### src/rtl/calculation_unit_pkg.sv
// Shared definitions for the calculation unit datapath: default fraction
// width and the add/subtract operation encoding used by the fraction stages.
package calculation_unit_pkg;

   // Default fraction width including the hidden bit, format [x.xxx].
   localparam int FRAC_WIDTH_SP = 24;

   // Fraction operation selected by the in_sub input.
   typedef enum logic {
      FRAC_ADD = 1'b0,
      FRAC_SUB = 1'b1
   } frac_op_t;

endpackage : calculation_unit_pkg

### src/rtl/calculation_unit_leading_zero_counter.sv
// Combinational leading-zero counter: number of zero bits above the most
// significant set bit of value, and WIDTH when value is all zeros.
module calculation_unit_leading_zero_counter
   import calculation_unit_pkg::*;
#(
   parameter  int WIDTH     = 2 * FRAC_WIDTH_SP + 2,
   localparam int CNT_WIDTH = $clog2(WIDTH + 1)
) (
   input  logic [WIDTH-1:0]     value,
   output logic [CNT_WIDTH-1:0] count,
   output logic                 all_zero
);

   // Priority encode from the LSB upward so the highest set bit wins.
   always_comb begin
      // NOTE: every output gets a default before the loop, so no path leaves
      // it unassigned and no latch is inferred.
      count    = CNT_WIDTH'(WIDTH);
      all_zero = (value == '0);
      for (int i = 0; i < WIDTH; i++) begin
         if (value[i]) begin
            count = CNT_WIDTH'(WIDTH - 1 - i);
         end
      end
   end

endmodule : calculation_unit_leading_zero_counter

### src/rtl/calculation_unit_fraction_addsub_pipe.sv
// Two-stage pipelined fraction add/subtract unit with valid/ready flow
// control. Stage 1 forms the raw signed sum/difference of the aligned
// fractions; stage 2 converts it to sign/magnitude and attaches the zero flag
// and leading-zero count consumed by the normaliser.
module calculation_unit_fraction_addsub_pipe
   import calculation_unit_pkg::*;
#(
   parameter  int FRAC_WIDTH = FRAC_WIDTH_SP,
   localparam int EXT_WIDTH  = 2 * FRAC_WIDTH + 1,
   localparam int LZC_WIDTH  = $clog2(EXT_WIDTH + 2)
) (
   input  logic                 clk,
   input  logic                 reset,
   input  logic                 in_valid,
   output logic                 in_ready,
   input  logic                 in_sub,
   input  logic [FRAC_WIDTH-1:0] fraction_a,
   input  logic [EXT_WIDTH-1:0]  fraction_b,
   output logic                 out_valid,
   input  logic                 out_ready,
   output logic [EXT_WIDTH:0]   result_magnitude,
   output logic                 result_negative,
   output logic                 result_zero,
   output logic [LZC_WIDTH-1:0] result_lzc
);

   // Magnitude is [xxx.xxx]; the raw result carries one extra sign bit.
   localparam int MAG_WIDTH = EXT_WIDTH + 1;
   localparam int RAW_WIDTH = EXT_WIDTH + 2;

   // Stage 1 combinational signals
   frac_op_t             op;
   logic [MAG_WIDTH-1:0] a_ext;
   logic [MAG_WIDTH-1:0] b_ext;
   logic [RAW_WIDTH-1:0] raw_next;
   logic                 borrow_next;

   // Stage 1 registers
   logic                 s1_valid;
   logic [RAW_WIDTH-1:0] s1_raw;
   logic                 s1_borrow;

   // Stage 2 combinational signals
   logic [MAG_WIDTH-1:0] mag_next;
   logic [LZC_WIDTH-1:0] lzc_next;
   logic                 zero_next;

   // Flow control
   logic                 s1_load;
   logic                 s2_load;

   // A stage may load when it is empty or its contents move on this cycle;
   // an empty s1 lets new data in even while s2 is stalled.
   assign s2_load  = !out_valid || out_ready;
   assign s1_load  = !s1_valid || s2_load;
   assign in_ready = s1_load;

   // Extend both operands onto the common [xxx.xxx] grid and add or subtract.
   always_comb begin
      op    = frac_op_t'(in_sub);
      a_ext = {2'b00, fraction_a, {FRAC_WIDTH{1'b0}}};
      b_ext = {1'b0, fraction_b};
      if (op == FRAC_SUB) begin
         raw_next = {1'b0, a_ext} - {1'b0, b_ext};
      end else begin
         raw_next = {1'b0, a_ext} + {1'b0, b_ext};
      end
      // An add of two non-negative values never sets the sign bit, so only a
      // subtraction can borrow.
      borrow_next = (op == FRAC_SUB) && raw_next[RAW_WIDTH-1];
   end

   // Stage 1 register: capture the raw result on an input handshake.
   always_ff @(posedge clk) begin
      // NOTE: sequential state uses non-blocking assignments so every register
      // samples the pre-edge value of its inputs regardless of block order.
      if (reset) begin
         s1_valid  <= 1'b0;
         s1_raw    <= '0;
         s1_borrow <= 1'b0;
      end else if (s1_load) begin
         s1_valid <= in_valid;
         if (in_valid) begin
            s1_raw    <= raw_next;
            s1_borrow <= borrow_next;
         end
      end
   end

   // Convert the raw result to magnitude; the negated value always fits in
   // MAG_WIDTH bits because a subtraction difference stays below 4.
   always_comb begin
      if (s1_borrow) begin
         mag_next = MAG_WIDTH'(-s1_raw);
      end else begin
         mag_next = s1_raw[MAG_WIDTH-1:0];
      end
   end

   // Leading-zero count and zero detect on the stage-2 magnitude.
   calculation_unit_leading_zero_counter #(
      .WIDTH (MAG_WIDTH)
   ) u_lzc (
      .value    (mag_next),
      .count    (lzc_next),
      .all_zero (zero_next)
   );

   // Stage 2 register: outputs come straight from here and hold while stalled.
   always_ff @(posedge clk) begin
      if (reset) begin
         out_valid        <= 1'b0;
         result_magnitude <= '0;
         result_negative  <= 1'b0;
         result_zero      <= 1'b0;
         result_lzc       <= '0;
      end else if (s2_load) begin
         out_valid <= s1_valid;
         if (s1_valid) begin
            result_magnitude <= mag_next;
            result_negative  <= s1_borrow;
            result_zero      <= zero_next;
            result_lzc       <= lzc_next;
         end
      end
   end

endmodule : calculation_unit_fraction_addsub_pipe

### config.mk
export PLATFORM = sky130hd
export DESIGN_NAME = calculation_unit_fraction_addsub_pipe
export DESIGN_NICKNAME = d
export VERILOG_FILES = /design/src/rtl/calculation_unit_pkg.sv /design/src/rtl/calculation_unit_leading_zero_counter.sv /design/src/rtl/calculation_unit_fraction_addsub_pipe.sv
export SDC_FILE = /design/constraint.sdc
export NUM_CORES = 1
export LEC_CHECK = 0
export CORE_AREA = 2 2 118 142
export CTS_CLUSTER_DIAMETER = 30
export DETAILED_ROUTE_END_ITERATION = 7
export DIE_AREA = 0 0 120 144
export PLACE_DENSITY = 0.87
export SETUP_SLACK_MARGIN = 0.1
export SKIP_CTS_REPAIR_TIMING = 1
export SYNTH_ARGS = -nofsm -noshare
export SYNTH_HDL_FRONTEND = slang
export SYNTH_SLANG_ARGS = --single-unit
### constraint.sdc
create_clock -name clk -period 11.4 [get_ports clk]
set_input_delay 3.42 -clock clk [delete_from_list [all_inputs] [get_ports clk]]
set_output_delay 3.42 -clock clk [all_outputs]
set_load 0.005 [all_outputs]
==> After elaboration in Yosys (flattened, before gate mapping) <==
Index checks and enable logic that the tools add are counted.
{ "op_classes": {"n_addsub": 3, "mux": 52, "reduce_logical": 8} }
{ "op_table": {"columns": ["cell", "n"], "rows": [
  ["$mux W6", 32],
  ["$mux W5", 16],
  ["$mux W51", 1],
  ["$add A48 B49 Y50", 1],
  ["$logic_not A50 Y1", 1],
  ["$mux W50", 1],
  ["$neg A50 Y50", 1],
  ["$sub A48 B49 Y50", 1],
  ["$mux W2", 2],
  ["$reduce_and A2 Y1", 2],
  ["$logic_not A1 Y1", 2],
  ["$logic_or A1 B1 Y1", 2],
  ["$logic_and A1 B1 Y1", 1]
]} }
{ "totals": {"ff_bits": 111, "input_bits": 78, "output_inout_bits": 60, "wordCells": 71} }

==> Depth between registers and ports, before layout <==
Gate-level depths: netlist (run 1).
{ "logic_depth": {"ltp_word": 52, "depth_mapped": 13, "depth_no_buf": 12} }

==> Modules after synthesis <==
From an unflattened synthesis (run 1), not the netlist that was laid out.
{ "hier_totals": {"cells_unflattened": 1239, "area_unflattened_um2": 9018.6} }
{ "modules_own_cells": {"columns": ["module", "n_inst", "cells_each", "area_per_inst_um2", "seq_area_each_um2"], "rows": [
  ["calculation_unit_fraction_addsub_pipe", 1, 1127, 8350.5, 2222.1],
  ["calculation_unit_leading_zero_counter", 1, 112, 668.1, 0.0]
]} }

==> Least setup slack after synthesis (run 1) <==
No wires, ideal clock.
{ "synth_path": {"kind": "input port to output port", "from": "input port out_ready", "to": "output port in_ready", "t_arrival_ns": 3.748, "t_required_ns": 7.980, "path_slack_ns": 4.232, "path_stages": 2, "n_path_buf": 0, "path_cell_list": "nor2b_1 > nand2_1"} }
{ "synth_via": {"elab_chain_cells": 2} }
{ "synth_rtl": {"columns": ["item", "line", "rtl"], "rows": [
  ["start, declared", "calculation_unit_fraction_addsub_pipe.sv:20", "input logic out_ready,"],
  ["$logic_or A1 B1 Y1", "calculation_unit_fraction_addsub_pipe.sv:54", "assign s2_load = !out_valid || out_ready;"],
  ["$logic_or A1 B1 Y1", "calculation_unit_fraction_addsub_pipe.sv:55", "assign s1_load = !s1_valid || s2_load;"],
  ["end, declared", "calculation_unit_fraction_addsub_pipe.sv:15", "output logic in_ready,"]
]} }
No other way between the ends.

==> Final worst setup path (run 1) <==
Same ends and word-level chain as after synthesis.

==> flow_summary.toml, run 1 <==
[worst_setup_path]
cp_cell_sequence = "clkdlybuf4s50_1, nor2b_1, nand2_1, clkdlybuf4s50_1"
cp_common_cell = "clkdlybuf4s50_1"
path_class = "in2out"
crit_path_max_incr_delay_ns = 0.47
required_ns = 7.98
reg2regPathDepth = 11
worstPathMaxFanout = 5
cp-end-kind = "output pin"
crit_arrival_ns = 4.91
critPathSlowestCell = "clkdlybuf4s50_1"
start_kind = "input pin"

[routing]
via_per_inst = 6.28
ant_nets = 0
drtPass1Iterations = 7
drc_errors = 0
wl_per_cell_um = 15.8
routed_wl_um = 24700
drtIter0Drc = 863
vias = 9822

[yosys]
async_flop_share_pct = 0
yosysWarnings = 0
netlist_area_um2 = 9530
seq_area_frac_synth_pct = 23.3
synthCells = 1285
syn_nets = 1414
synth.avg_cell_area_um2 = 7.41
ys_ff_latch = 111
synth_edf_count = 0
synth_ff_type = "dfxtp_1"
synth_cell_types = 88

[global_routing]
grt_util_all_layers_pct = 28.2
antenna_found_initial = 0
overflow = 0
grt_max_degree = 94
grt_pass1_wl_um = 41200
grt_pass1_vias = 8762

[cts]
numClockSinks = 111
root_buffer = "clkbuf_16"
numCtsBuffers = 9
clkTransAtPathRegs_ns = 0.06
cts_tree = "done"
cts_max_level = 3
clockBufferDepth = 2
clk_latency_ns = 0.35

[power_and_ir_drop]
p_sw_share_pct = 34.6
peakVddDrop_mv = 0.0688
p_leak_nw = 4.23
powerDensity_nw_per_um2 = 111
p_sw_mw = 0.431
intPower_mw = 0.814
pwr-share-seq_pct = 37.2
p_clk_share_pct = 27.5
p_comb_share_pct = 35.3
power_mw = 1.24

[placement]
numPortBuffers = 137
dp_cells = 1548
dp_hpwl_um = 18900
place_congestion = 0.946

[floorplan]
core_um2 = 16000
initial_core_util_pct = 59.5
die_h_um = 144
ios = 138
die_w_um = 120
rows = 51
die-area_um2 = 17300

[job]
maxCapViolations = 0

[finish]
antenna-diode-count = 0
fin_nets = 1476
final_common_cell = "nor2_1"
layout-drive-gt1-share_pct = 4.88
fin_cells = 1564
syn_to_final_growth_pct = 17.4
final_cell_mix = "167 x nor2_1, 135 x clkdlybuf4s50_1, 110 x dfxtp_1, 87 x nand2_1, 81 x a211oi_1"
final_core_util_pct = 69.8

[run_status]
outcome = "completed"

[sta]
rsz0062_at_grt = "no"
fin_tns_setup_ns = 0
slew-limit-headroom_pct = 14.4
hold_viol_final = 0
post-route-min-period_ns = 8.33
slew_violations = 0
setup_viol = 0
final.period_utilization_pct = 73.1
worst_slew_pin_slew_ns = 1.25
finClkSkew_ns = 0.0107
timing.fmax_ghz = 0.120
whs_ns = 0.457

[worst_hold_path]
worstHoldPathCells = 2
hold_path_class = "reg2reg"
-- power groups by stage --
stage          combinational, mW  sequential, mW  clock (mW)
2_1_floorplan              0.315           0.448           0
3_3_place_gp               0.423           0.469           0
3_5_place_dp               0.430           0.471           0
4_1_cts                    0.433           0.462       0.345
5_1_grt                    0.484           0.468       0.360
6_report                   0.439           0.463       0.342
-- critical path: cells and delay by family --
family / cells / cell delay, ns
AND/OR/NAND/NOR: 2 / 0.61
buffers and inverters: 2 / 0.88
-- stage by stage --
| stage | instance area [um2] | setup WS, ns |
|---|---|---|
| floorplan | 9530 | 4.23 |
| global placement | 10900 | 3.10 |
| detailed placement | 10900 | 3.07 |
| CTS | 11200 | 3.07 |
| global route | 11200 | 2.97 |
| finish | 11200 | 3.07 |
-- flip-flops by register name (all words and copies together) (netlist names) --
name	count
result_magnitude	50
s1_raw	50
result_lzc	6
out_valid	1
result_negative	1
result_zero	1
s1_borrow	1
s1_valid	1
-- routing by layer --
| layer | wire length (um) | track usage, % | vias to the layer above |
|---|---|---|---|
| met5 | 0 | 0 | - |
| met4 | 814 | 11.6 | 0 |
| met3 | 1500 | 3.55 | 67 |
| met2 | 11500 | 46.2 | 406 |
| met1 | 10900 | 37.6 | 4508 |
| li1 | - | - | 4841 |
-- synthesized netlist by cell type, types with 6 or more instances --
master | instances | area [um2]
nor2_1 | 167 | 627
dfxtp_1 | 111 | 2220
nand2_1 | 87 | 327
a211oi_1 | 81 | 608
clkbuf_1 | 79 | 297
o21ai_0 | 71 | 355
a21oi_1 | 66 | 330
inv_1 | 59 | 221
nor3_1 | 53 | 265
ha_1 | 50 | 626
xor2_1 | 47 | 412
xnor2_1 | 45 | 394
nand3_1 | 27 | 135
o31ai_1 | 23 | 173
a31oi_1 | 18 | 113
or3_1 | 17 | 106
nand2b_1 | 15 | 93.8
nand4_1 | 14 | 87.6
nor4_1 | 14 | 87.6
a21o_1 | 13 | 97.6
o211ai_1 | 13 | 97.6
mux2i_1 | 12 | 120
nor2b_1 | 12 | 75.1
and3_1 | 11 | 68.8
or4_1 | 10 | 75.1
buf_1 | 7 | 26.3
nand3b_1 | 7 | 52.6
o41ai_1 | 7 | 61.3
or2_2 | 7 | 43.8
a2111oi_0 | 6 | 52.6
and2_1 | 6 | 37.5
o21bai_1 | 6 | 45.0
-- final cells by class --
class	count	area, um2
Clock buffer	10	239
Clock inverter	6	90.1
Fill cell	1364	4830
Inverter	59	221
Multi-Input combinational cell	1020	6720
Sequential cell	111	2220
Tap cell	212	265
Timing Repair Buffer	146	1430
-- logic make-up after synthesis --
family,share of synthesized area (%)
compound gates,28.0
xor+xnor,8.63
fa+ha+maj,6.78
buf+inv,6.38
flops,23.3
mux,1.73
simple gates,25.2
-- path summary, 6_finish.rpt --
check | slack [ns] | to | start
worst max-delay path | 3.07 | in_ready | out_ready
worst min-delay path | 0.46 | result_magnitude[0] | result_magnitude[0]
worst max register to register | 7.44 | result_zero | s1_raw[0]
worst min register to register | 0.46 | result_magnitude[0] | result_magnitude[0]
Power figures use the tool's default switching activity.
==> run 2: changes to the inputs <==
CORE_AREA = 2 2 123 148   (was 2 2 118 142)
DIE_AREA = 0 0 125 150   (was 0 0 120 144)
PLACE_DENSITY = 0.81   (was 0.87)
clock period = 8.1 ns   (was 11.4 ns; I/O delays follow)
==> run 2 against run 1 <==
  * Clock power grew 29%
  * Final cell count grew 0.38%
  * Critical path depth is the same
  * Wire length grew 2.3%
  * Combinational power grew 41%
  * Largest cell class unchanged
  * Die area grew 8.5%
  * First-iteration DRC count shrank 3.1%
  * Sequential share of layout area grew 0.071 points
  * Power grew 37%
  * Largest power group unchanged
==> flow_summary.toml, run 2 (synthesis results as in run 1) <==
[placement]
dp_hpwl_um = 19200
place_congestion = 0.926
numPortBuffers = 137
dp_cells = 1554

[job]
maxCapViolations = 0

[power_and_ir_drop]
p_sw_share_pct = 36.1
p_leak_nw = 4.20
intPower_mw = 1.09
powerDensity_nw_per_um2 = 153
p_clk_share_pct = 25.7
p_sw_mw = 0.617
p_comb_share_pct = 36.2
peakVddDrop_mv = 0.100
pwr-share-seq_pct = 38.1

[floorplan]
initial_core_util_pct = 54.8
die_w_um = 125
core_um2 = 17400
rows = 53
ios = 138
die-area_um2 = 18800
die_h_um = 150

[routing]
drtPass1Iterations = 5
drc_errors = 0
vias = 9678
wl_per_cell_um = 16.1
via_per_inst = 6.16
drtIter0Drc = 836
ant_nets = 0
routed_wl_um = 25300

[sta]
rsz0062_at_grt = "no"
hold_viol_final = 0
slew-limit-headroom_pct = 20.9
slew_violations = 0
timing.fmax_ghz = 0.158
whs_ns = 0.462
setup_viol = 0
final.period_utilization_pct = 78.1
post-route-min-period_ns = 6.32
finClkSkew_ns = 0.0141
worst_slew_pin_slew_ns = 1.16
fin_tns_setup_ns = 0

[finish]
fin_nets = 1474
final_cell_mix = "167 x nor2_1, 135 x clkdlybuf4s50_1, 110 x dfxtp_1, 87 x nand2_1, 81 x a211oi_1"
syn_to_final_growth_pct = 17.0
final_common_cell = "nor2_1"
antenna-diode-count = 0
layout-drive-gt1-share_pct = 4.74
fin_cells = 1570
reg_top3 = "result_magnitude (50), s1_raw (50), result_lzc (6)"

[cts]
clk_latency_ns = 0.36
clockBufferDepth = 2
numCtsBuffers = 9
numClockSinks = 111
clkTransAtPathRegs_ns = 0.07
cts_max_level = 3
root_buffer = "clkbuf_16"
cts_tree = "done"

[worst_setup_path]
path_class = "in2out"
crit_arrival_ns = 3.89
worstPathMaxFanout = 5
cp-end-kind = "output pin"
required_ns = 5.67
start_kind = "input pin"

[worst_hold_path]
hold_path_class = "reg2reg"

[global_routing]
grt_max_degree = 94
antenna_found_initial = 0
gr-usage-met2_pct = 43.6
grt_pass1_wl_um = 41800
top_usage_layer = "met2"
grt_pass1_vias = 8566
grt_util_all_layers_pct = 26.3
overflow = 0
globalRouteMet1Util_pct = 36.7
use_met3_pct = 2.04

[run_status]
outcome = "completed"
run 2: cell types whose count changed in the layout (fill, tap and decap cells not counted):
| cell | change |
|---|---|
| clkbuf_8 | +1 |
| clkinvlp_4 | +1 |
| clkinv_4 | +2 |
| clkinv_2 | -1 |
| bufinv_16 | -2 |
| inv_6 | -1 |
| buf_4 | -2 |
run 2: layout make-up:
| class | instances | area, um2 |
|---|---|---|
| tap | 220 | 275 |
| sequential | 111 | 2220 |
| clock inverter | 5 | 41.3 |
| inverter | 59 | 221 |
| timing repair buffer | 144 | 1420 |
| clock buffer | 11 | 253 |
| fill | 1629 | 6230 |
| multi-input combinational | 1020 | 6720 |
run 2: metrics by stage:
stage	util, %	setup slack (ns)	instance area (um2)	power, mW
2_1_floorplan	-	2.91	9530	1.07
3_3_place_gp	62.5	1.79	10900	1.26
3_5_place_dp	62.5	1.78	10900	1.27
4_1_cts	64.2	1.77	11100	1.70
5_1_grt	64.2	1.62	11100	1.80
6_report	64.2	1.78	11100	1.71
run 2: per-layer routing:
metal | wire length [um] | part of all wire [%]
met1 | 11800 | 47
met2 | 11700 | 46
met3 | 1290 | 5.1
met4 | 485 | 1.9
met5 | 0 | 0
run 2: power by group through the flow:
stage / clock network [mW] / logic [mW] / registers (mW)
floorplan: 0 / 0.443 / 0.631
global placement: 0 / 0.599 / 0.661
detailed placement: 0 / 0.607 / 0.662
CTS: 0.443 / 0.610 / 0.650
global route: 0.461 / 0.680 / 0.660
finish: 0.440 / 0.618 / 0.651
run 2: critical path, cell delays in order:
cell and delay [ns]:
clkdlybuf4s50_1 0.40, nor2b_1 0.43, nand2_1 0.16, clkdlybuf4s50_1 0.47
run 2: path summary, 6_finish.rpt:
path              endpoint  cells past startpoint          start  slack, ns
max reg2reg    result_zero                     11      s1_raw[0]       4.24
max               in_ready                      4      out_ready       1.78
min reg2reg  result_lzc[4]                      2  result_lzc[4]       0.46
min          result_lzc[4]                      2  result_lzc[4]       0.46
